[config.mk]
export PLATFORM = sky130hd
export DESIGN_NAME = mem_bus_responder_flat
export DESIGN_NICKNAME = d
export VERILOG_FILES = /design/src/rtl/mem_bus_responder_if.sv /design/src/rtl/mem_bus_responder.sv /design/src/flat_wrapper.sv
export SDC_FILE = /design/constraint.sdc
export NUM_CORES = 2
export LEC_CHECK = 0
export CAP_MARGIN = 15
export CORE_ASPECT_RATIO = 0.9
export CORE_UTILIZATION = 58
export CTS_BUF_LIST = sky130_fd_sc_hd__clkbuf_2 sky130_fd_sc_hd__clkbuf_4 sky130_fd_sc_hd__clkbuf_8
export CTS_CLUSTER_DIAMETER = 120
export CTS_CLUSTER_SIZE = 28
export DETAILED_ROUTE_END_ITERATION = 8
export PLACE_DENSITY = 0.71
export RECOVER_POWER = 50
export SETUP_SLACK_MARGIN = 0.15
export SYNTH_ARGS = -nofsm -noshare
export SYNTH_HDL_FRONTEND = slang
export SYNTH_SLANG_ARGS = --single-unit
[constraint.sdc]
create_clock -name clk -period 2.9 [get_ports clk]
set_clock_uncertainty 0.1 [all_clocks]
set_input_delay 0.58 -clock clk [delete_from_list [all_inputs] [get_ports clk]]
set_output_delay 0.58 -clock clk [all_outputs]
set_load 0.02 [all_outputs]
[src/rtl/mem_bus_responder_if.sv]
// rtl/mem_bus_responder_if.sv - pipeline MEM-stage bus between the control signal generator and the responder
interface mem_bus_responder_if #(
    parameter int ADDR_WIDTH = 16,
    parameter int DATA_WIDTH = 8
);
    logic                  mem_read;
    logic                  mem_write;
    logic [ADDR_WIDTH-1:0] address;
    logic [DATA_WIDTH-1:0] data_in;
    logic [DATA_WIDTH-1:0] data_out;
    logic                  ready;
    logic                  stall;
    logic                  error;

    modport master (
        output mem_read, mem_write, address, data_in,
        input  data_out, ready, stall, error
    );

    modport slave (
        input  mem_read, mem_write, address, data_in,
        output data_out, ready, stall, error
    );
endinterface

[src/rtl/mem_bus_responder.sv]
// rtl/mem_bus_responder.sv - wait-state data memory responder; MEM_WAIT_STATES_EN enables WAIT_CYCLES wait states
module mem_bus_responder #(
    parameter int ADDR_WIDTH  = 16,
    parameter int DATA_WIDTH  = 8,
    parameter int MEM_DEPTH   = 256,
    parameter int WAIT_CYCLES = 2
) (
    input  logic                 clk,
    input  logic                 reset,
    mem_bus_responder_if.slave   bus
);
    localparam int          IDX_W   = (MEM_DEPTH > 1) ? $clog2(MEM_DEPTH) : 1;
    localparam logic [31:0] DEPTH_U = 32'(MEM_DEPTH);

    typedef enum logic [1:0] {
        IDLE,
        ACCESS,
        DONE
    } state_t;

    state_t                state;
    logic [DATA_WIDTH-1:0] mem [MEM_DEPTH];
    logic [DATA_WIDTH-1:0] data_out_q;
    logic                  ready_q;
    logic                  error_q;

    // A request is exactly one strobe; both together is a protocol fault.
    logic one_req;
    logic both_req;
    assign one_req  = bus.mem_read ^ bus.mem_write;
    assign both_req = bus.mem_read & bus.mem_write;

    function automatic logic in_range(input logic [ADDR_WIDTH-1:0] a);
        return 32'(a) < DEPTH_U;
    endfunction

    logic                  mem_we;
    logic [IDX_W-1:0]      mem_widx;
    logic [DATA_WIDTH-1:0] mem_wdata;

`ifdef MEM_WAIT_STATES_EN
    localparam int CNT_W = (WAIT_CYCLES > 1) ? $clog2(WAIT_CYCLES) : 1;

    logic [CNT_W-1:0]      count;
    logic                  lat_write;
    logic [ADDR_WIDTH-1:0] lat_addr;
    logic [DATA_WIDTH-1:0] lat_data;
    logic                  lat_valid;
    logic                  last_wait;

    assign lat_valid = in_range(lat_addr);
    assign last_wait = (state == ACCESS) && (count == '0);

    // The array is touched only on the final wait-state edge, from the latched transaction.
    assign mem_we    = !reset && last_wait && lat_write && lat_valid;
    assign mem_widx  = lat_addr[IDX_W-1:0];
    assign mem_wdata = lat_data;

    assign bus.stall = !reset && (((state == IDLE) && one_req) || (state == ACCESS));

    // Control FSM: accept, count down wait states, complete with registered ready/error/data_out.
    always_ff @(posedge clk or posedge reset) begin
        if (reset) begin
            state      <= IDLE;
            count      <= '0;
            lat_write  <= 1'b0;
            lat_addr   <= '0;
            lat_data   <= '0;
            data_out_q <= '0;
            ready_q    <= 1'b0;
            error_q    <= 1'b0;
        end else begin
            ready_q <= 1'b0;
            error_q <= 1'b0;
            case (state)
                IDLE: begin
                    if (both_req) begin
                        error_q <= 1'b1;
                    end else if (one_req) begin
                        lat_write <= bus.mem_write;
                        lat_addr  <= bus.address;
                        lat_data  <= bus.data_in;
                        count     <= CNT_W'(WAIT_CYCLES - 1);
                        state     <= ACCESS;
                    end
                end
                ACCESS: begin
                    if (count == '0) begin
                        if (!lat_write) begin
                            data_out_q <= lat_valid ? mem[lat_addr[IDX_W-1:0]] : '0;
                        end
                        ready_q <= 1'b1;
                        error_q <= !lat_valid;
                        state   <= DONE;
                    end else begin
                        count <= count - 1'b1;
                    end
                end
                DONE: begin
                    // Strobes are still high here; returning unconditionally avoids re-acceptance.
                    state <= IDLE;
                end
                default: state <= IDLE;
            endcase
        end
    end
`else
    logic req_valid;
    assign req_valid = in_range(bus.address);

    // Without wait states the array is accessed on the acceptance edge straight from the bus.
    assign mem_we    = !reset && (state == IDLE) && one_req && bus.mem_write && req_valid;
    assign mem_widx  = bus.address[IDX_W-1:0];
    assign mem_wdata = bus.data_in;

    assign bus.stall = !reset && (state == IDLE) && one_req;

    // Control FSM: accept and access in one edge, then a single DONE cycle.
    always_ff @(posedge clk or posedge reset) begin
        if (reset) begin
            state      <= IDLE;
            data_out_q <= '0;
            ready_q    <= 1'b0;
            error_q    <= 1'b0;
        end else begin
            ready_q <= 1'b0;
            error_q <= 1'b0;
            case (state)
                IDLE: begin
                    if (both_req) begin
                        error_q <= 1'b1;
                    end else if (one_req) begin
                        if (!bus.mem_write) begin
                            data_out_q <= req_valid ? mem[bus.address[IDX_W-1:0]] : '0;
                        end
                        ready_q <= 1'b1;
                        error_q <= !req_valid;
                        state   <= DONE;
                    end
                end
                DONE: begin
                    state <= IDLE;
                end
                default: state <= IDLE;
            endcase
        end
    end
`endif

    // Storage array; deliberately outside the reset domain so contents survive reset.
    always_ff @(posedge clk) begin
        if (mem_we) begin
            mem[mem_widx] <= mem_wdata;
        end
    end

    assign bus.data_out = data_out_q;
    assign bus.ready    = ready_q;
    assign bus.error    = error_q;
endmodule

[src/flat_wrapper.sv]
// flat-port wrapper written by rule: the top's interface ports become plain ports
module mem_bus_responder_flat 
#(
    parameter int ADDR_WIDTH  = 16,
    parameter int DATA_WIDTH  = 8,
    parameter int MEM_DEPTH   = 256,
    parameter int WAIT_CYCLES = 2
)
  (clk, reset, bus_mem_read, bus_mem_write, bus_address, bus_data_in, bus_data_out, bus_ready, bus_stall, bus_error);
  mem_bus_responder_if #(.ADDR_WIDTH(ADDR_WIDTH), .DATA_WIDTH(DATA_WIDTH)) bus_i ();
  input  logic clk;
  input  logic reset;
  input wire logic [$bits(bus_i.mem_read)-1:0] bus_mem_read;
  input wire logic [$bits(bus_i.mem_write)-1:0] bus_mem_write;
  input wire logic [$bits(bus_i.address)-1:0] bus_address;
  input wire logic [$bits(bus_i.data_in)-1:0] bus_data_in;
  output wire logic [$bits(bus_i.data_out)-1:0] bus_data_out;
  output wire logic [$bits(bus_i.ready)-1:0] bus_ready;
  output wire logic [$bits(bus_i.stall)-1:0] bus_stall;
  output wire logic [$bits(bus_i.error)-1:0] bus_error;
  assign bus_i.mem_read = bus_mem_read;
  assign bus_i.mem_write = bus_mem_write;
  assign bus_i.address = bus_address;
  assign bus_i.data_in = bus_data_in;
  assign bus_data_out = bus_i.data_out;
  assign bus_ready = bus_i.ready;
  assign bus_stall = bus_i.stall;
  assign bus_error = bus_i.error;
  mem_bus_responder #(.ADDR_WIDTH(ADDR_WIDTH), .DATA_WIDTH(DATA_WIDTH), .MEM_DEPTH(MEM_DEPTH), .WAIT_CYCLES(WAIT_CYCLES)) u_core (.clk(clk), .reset(reset), .bus(bus_i));
endmodule
==> impl_metrics.py <==
metrics = {
    "status": {
        "outcome": "complete, but fails checks",
        "violations": "capacitance limit, slew limit",
    },
    "yosys": {
        "synth_area_sq_um": 80400,
        "synth.area.top_cells": "edfxtp_1 77%, mux4_2 11%, mux2i_1 3.5%, nor2_1 1.3%, a22oi_1 0.87%",
        "async_reset_ff_frac": 0.00534,
        "synth_cell_types": 57,
        "yosysWarnings": 0,
        "synth_common_cells": "2048 x edfxtp_1, 400 x mux4_2, 280 x mux2i_1",
        "synth_fp_nets": 3913,
        "synth_top_cell_by_area": "edfxtp_1",
        "syn_avg_cell_area_sq_um": 20.7,
        "ys.flop_type": "edfxtp_1",
        "synth_top_area_frac": 0.765,
        "ys_seq_elements": 2059,
        "netlist_instances": 3884,
        "yosysMostFrequentCell": "edfxtp_1",
        "synth_edf_count": 2048,
        "yosysSeqAreaShare": 0.769,
    },
    "clock_tree": {
        "clk_pin_slew_ns": 0.17,
        "cts_htree_levels": 3,
        "worstSkewPairLatency_ns": 0.83,
        "root_buffer": "clkbuf_8",
        "cts_sinks": 2059,
        "cts_tree": "yes",
        "cts_made_buffers": 83,
        "clockBufferDepth": 3,
    },
    "power_and_ir_drop": {
        "clkPwrFrac": 0.235,
        "seqPwrFrac": 0.697,
        "intPower_mw": 37.0,
        "power_switching_mw": 9.90,
        "power_mw": 46.9,
        "switching_share": 0.211,
        "p_comb_frac": 0.068,
        "leakagePower_nw": 28.9,
        "ir_worst_vdd_v": 0.000507,
        "power.density_nw_per_um2": 522,
    },
    "floorplanning": {
        "rows": 129,
        "fp.dieH_um": 355,
        "dieWidth_um": 394,
        "die-area_sq_um": 140000,
        "design.core.area_sq_um": 138000,
        "initial_core_util": 0.584,
        "ios": 39,
    },
    "routing": {
        "ant_nets": 0,
        "highest_layer": "met5",
        "wl_met2_um": 90800,
        "met1_length_um": 77100,
        "vias": 40700,
        "wl_met3_um": 17500,
        "viasPerCell": 6.45,
        "drc_errors": 0,
        "dr.pass1.iters": 6,
        "wirelength_um": 192000,
        "wl_per_cell_um": 30.5,
        "drtIter0Drc": 4923,
    },
    "critical_path": {
        "crit_start": "bus_data_in[6]",
        "cp-start-kind": "input port",
        "rr_worst_depth": 8,
        "worstPathMaxFanout": 58,
        "crit_buf_inv": 3,
        "crit_slowest_cell": "clkbuf_2",
        "path_cells": "dlygate4sd3_1, clkbuf_2, clkbuf_4",
        "critPathCapture": "u_core.mem[60][6]$_DFFE_PP_",
        "crit_cells": 3,
        "worstPathRequired_ns": 3.37,
        "r2r_end": "u_core.bus.data_out[2]$_DFFE_PP0P_",
        "worst-setup-path-type": "in -> reg",
        "max_stage_delay_ns": 1.22,
        "worstPathArrival_ns": 3.21,
        "crit_path_end_kind": "flip-flop",
        "r2r_slack_ns": 0.25,
        "cpLargestDelayFamily": "buffers and inverters",
        "r2r-start": "u_core.mem[103][2]$_DFFE_PP_",
    },
    "timing": {
        "slew_violations": 421,
        "fin_crit_ns": 2.74,
        "timing.final.crit_share": 0.945,
        "setup_viol": 0,
        "rsz0062_at_grt": "false",
        "hold_viol_final": 0,
        "holdWs_ns": 0.240,
        "fmax_ghz": 0.365,
        "tightestPinTransition_ns": 2.30,
        "slew_headroom": -0.536,
    },
    "layout": {
        "multi_input_area_sq_um": 17600,
        "area_delta_synth_final_pct": 11.9,
        "fill_cells": 9006,
        "drive_gt1_frac": 0.299,
        "fin_util": 0.654,
        "ff_latch_area_sq_um": 61800,
        "fin_nets": 4471,
    },
    "placement": {
        "hpwl_um": 128000,
        "port_buffers": 38,
        "place.gp.congestion": 0.920,
    },
    "worst_hold_path": {
        "hold_path_class": "in -> async",
    },
    "global_route": {
        "overflow": 0,
        "grt_antenna_before_repair": 8,
        "grt_pass1_wl_um": 279000,
        "grt_max_degree": 83,
        "grt_util_all_layers": 0.276,
        "grt_pass1_vias": 40400,
    },
    "run": {
        "maxCapViolCount": 6,
    },
}
[power by group through the flow]
stage          Clock [mW]  Sequential [mW]  Combinational [mW]
3_5_place_dp            0             33.3                3.26
3_3_place_gp            0             33.3                3.22
6_report             11.0             32.7                3.21
2_1_floorplan           0             33.4                1.55
5_1_grt              12.0             32.7                3.36
4_1_cts              11.2             32.7                3.27
[sequential cells by signal, summed over array words and instances (netlist names)]
register,cells
u_core.bus.ready,1
u_core.bus.data_out,8
u_core.state,1
u_core.mem,2048
u_core.bus.error,1
[layout make-up]
type                            count  area share
Antenna cell                        4    0.000111
Clock buffer                      109      0.0150
Clock inverter                      3    0.000348
Inverter                            5    0.000209
Multi-Input combinational cell   1581       0.196
Sequential cell                  2059       0.687
Tap cell                         1834      0.0255
Timing Repair Buffer              712      0.0757
[worst register-to-register path: stages (launching register included)]
cell and delay [ns]:
edfxtp_1 0.39, mux4_2 0.49, a22o_1 0.27, a2111oi_0 0.43, buf_4 0.22, o211ai_1 0.16, o311ai_1 0.15, buf_4 0.25
a221oi_2 0.08
[layout by cell type, fill, tap and decap left out, types with 7 or more instances in the layout]
master           synthesis  layout
nor2_2                   0      43
o211ai_1                32      32
clkbuf_2                 1      25
a21oi_1                 26      26
mux2_2                  30      30
mux2i_1                280     280
nor4_1                  13      13
buf_12                   4     120
nand4_1                 11      11
edfxtp_1              2048    2048
a221oi_2                 8       8
a41oi_1                  7       7
nand3_1                 67      61
or3_1                    9       9
o311ai_1                 8       8
mux4_2                 400     400
nor2_4                   0      47
clkbuf_8                 0      85
clkbuf_1                97      16
nor3_1                  14      14
clkbuf_4                 0      30
a221oi_1                21      21
and3_1                  26      26
a211oi_1                 8       8
nor2_1                 270     180
a22oi_1                 93      93
buf_4                   30     512
o2111ai_1                9       9
clkdlybuf4s50_1          0      14
o22ai_1                 72      72
nor2b_1                 25      23
nand2_1                 78      72
a31oi_1                 17      17
a22o_1                  16      16
[stage by stage]
step / std cells / worst slack (ns) / area (sq um) / TNS [ns]
2_1_floorplan: 3884 / -0.131 / 80900 / -95.13
3_3_place_gp: 6188 / -0.547 / 88900 / -825.46
3_5_place_dp: 6188 / -0.619 / 88900 / -989.11
4_1_cts: 6303 / 0.155 / 90300 / 0
5_1_grt: 6306 / 0.0927 / 89900 / 0
6_report: 6307 / 0.158 / 89900 / 0
[repair_timing]
action / CTS / global route
setup endpoints to repair: 9 / 4
gates resized for setup: 12 / 4
buffers inserted: 0 / 0
hold buffers: 3 / 0
endpoints found under the hold margin: 82 / 0
[worst min path at each step]
| stage | depth (start not counted) | endpoint | start | slack [ns] |
|---|---|---|---|---|
| after detailed placement | 1 | u_core.bus.error$_DFF_PP0_ | u_core.state[1]$_DFFE_PP0P_ | 0.32 |
| after global placement | 1 | u_core.bus.error$_DFF_PP0_ | u_core.state[1]$_DFFE_PP0P_ | 0.31 |
| after CTS | 1 | u_core.mem[132][0]$_DFFE_PP_ | bus_data_in[0] | 0.02 |
| after global routing | 2 | u_core.bus.data_out[4]$_DFFE_PP0P_ | reset | 0.19 |
| after floorplan | 1 | u_core.bus.error$_DFF_PP0_ | u_core.state[1]$_DFFE_PP0P_ | 0.29 |
| final | 2 | u_core.bus.data_out[6]$_DFFE_PP0P_ | reset | 0.24 |
[layer usage]
layer / up-vias / GRT usage
li1: 17100 / -
met2: 2032 / 0.432
met1: 21300 / 0.406
met4: 2 / 0.0853
met3: 300 / 0.0477
met5: - / 0
[logic make-up after synthesis]
logic type,Yosys count,synth area share
flops,2059,0.769
mux,710,0.151
fa+ha+maj,1,0.000156
compound gates,329,0.0305
buf+inv,244,0.0188
simple gates,541,0.0307
(Power assumes the default switching activity.)
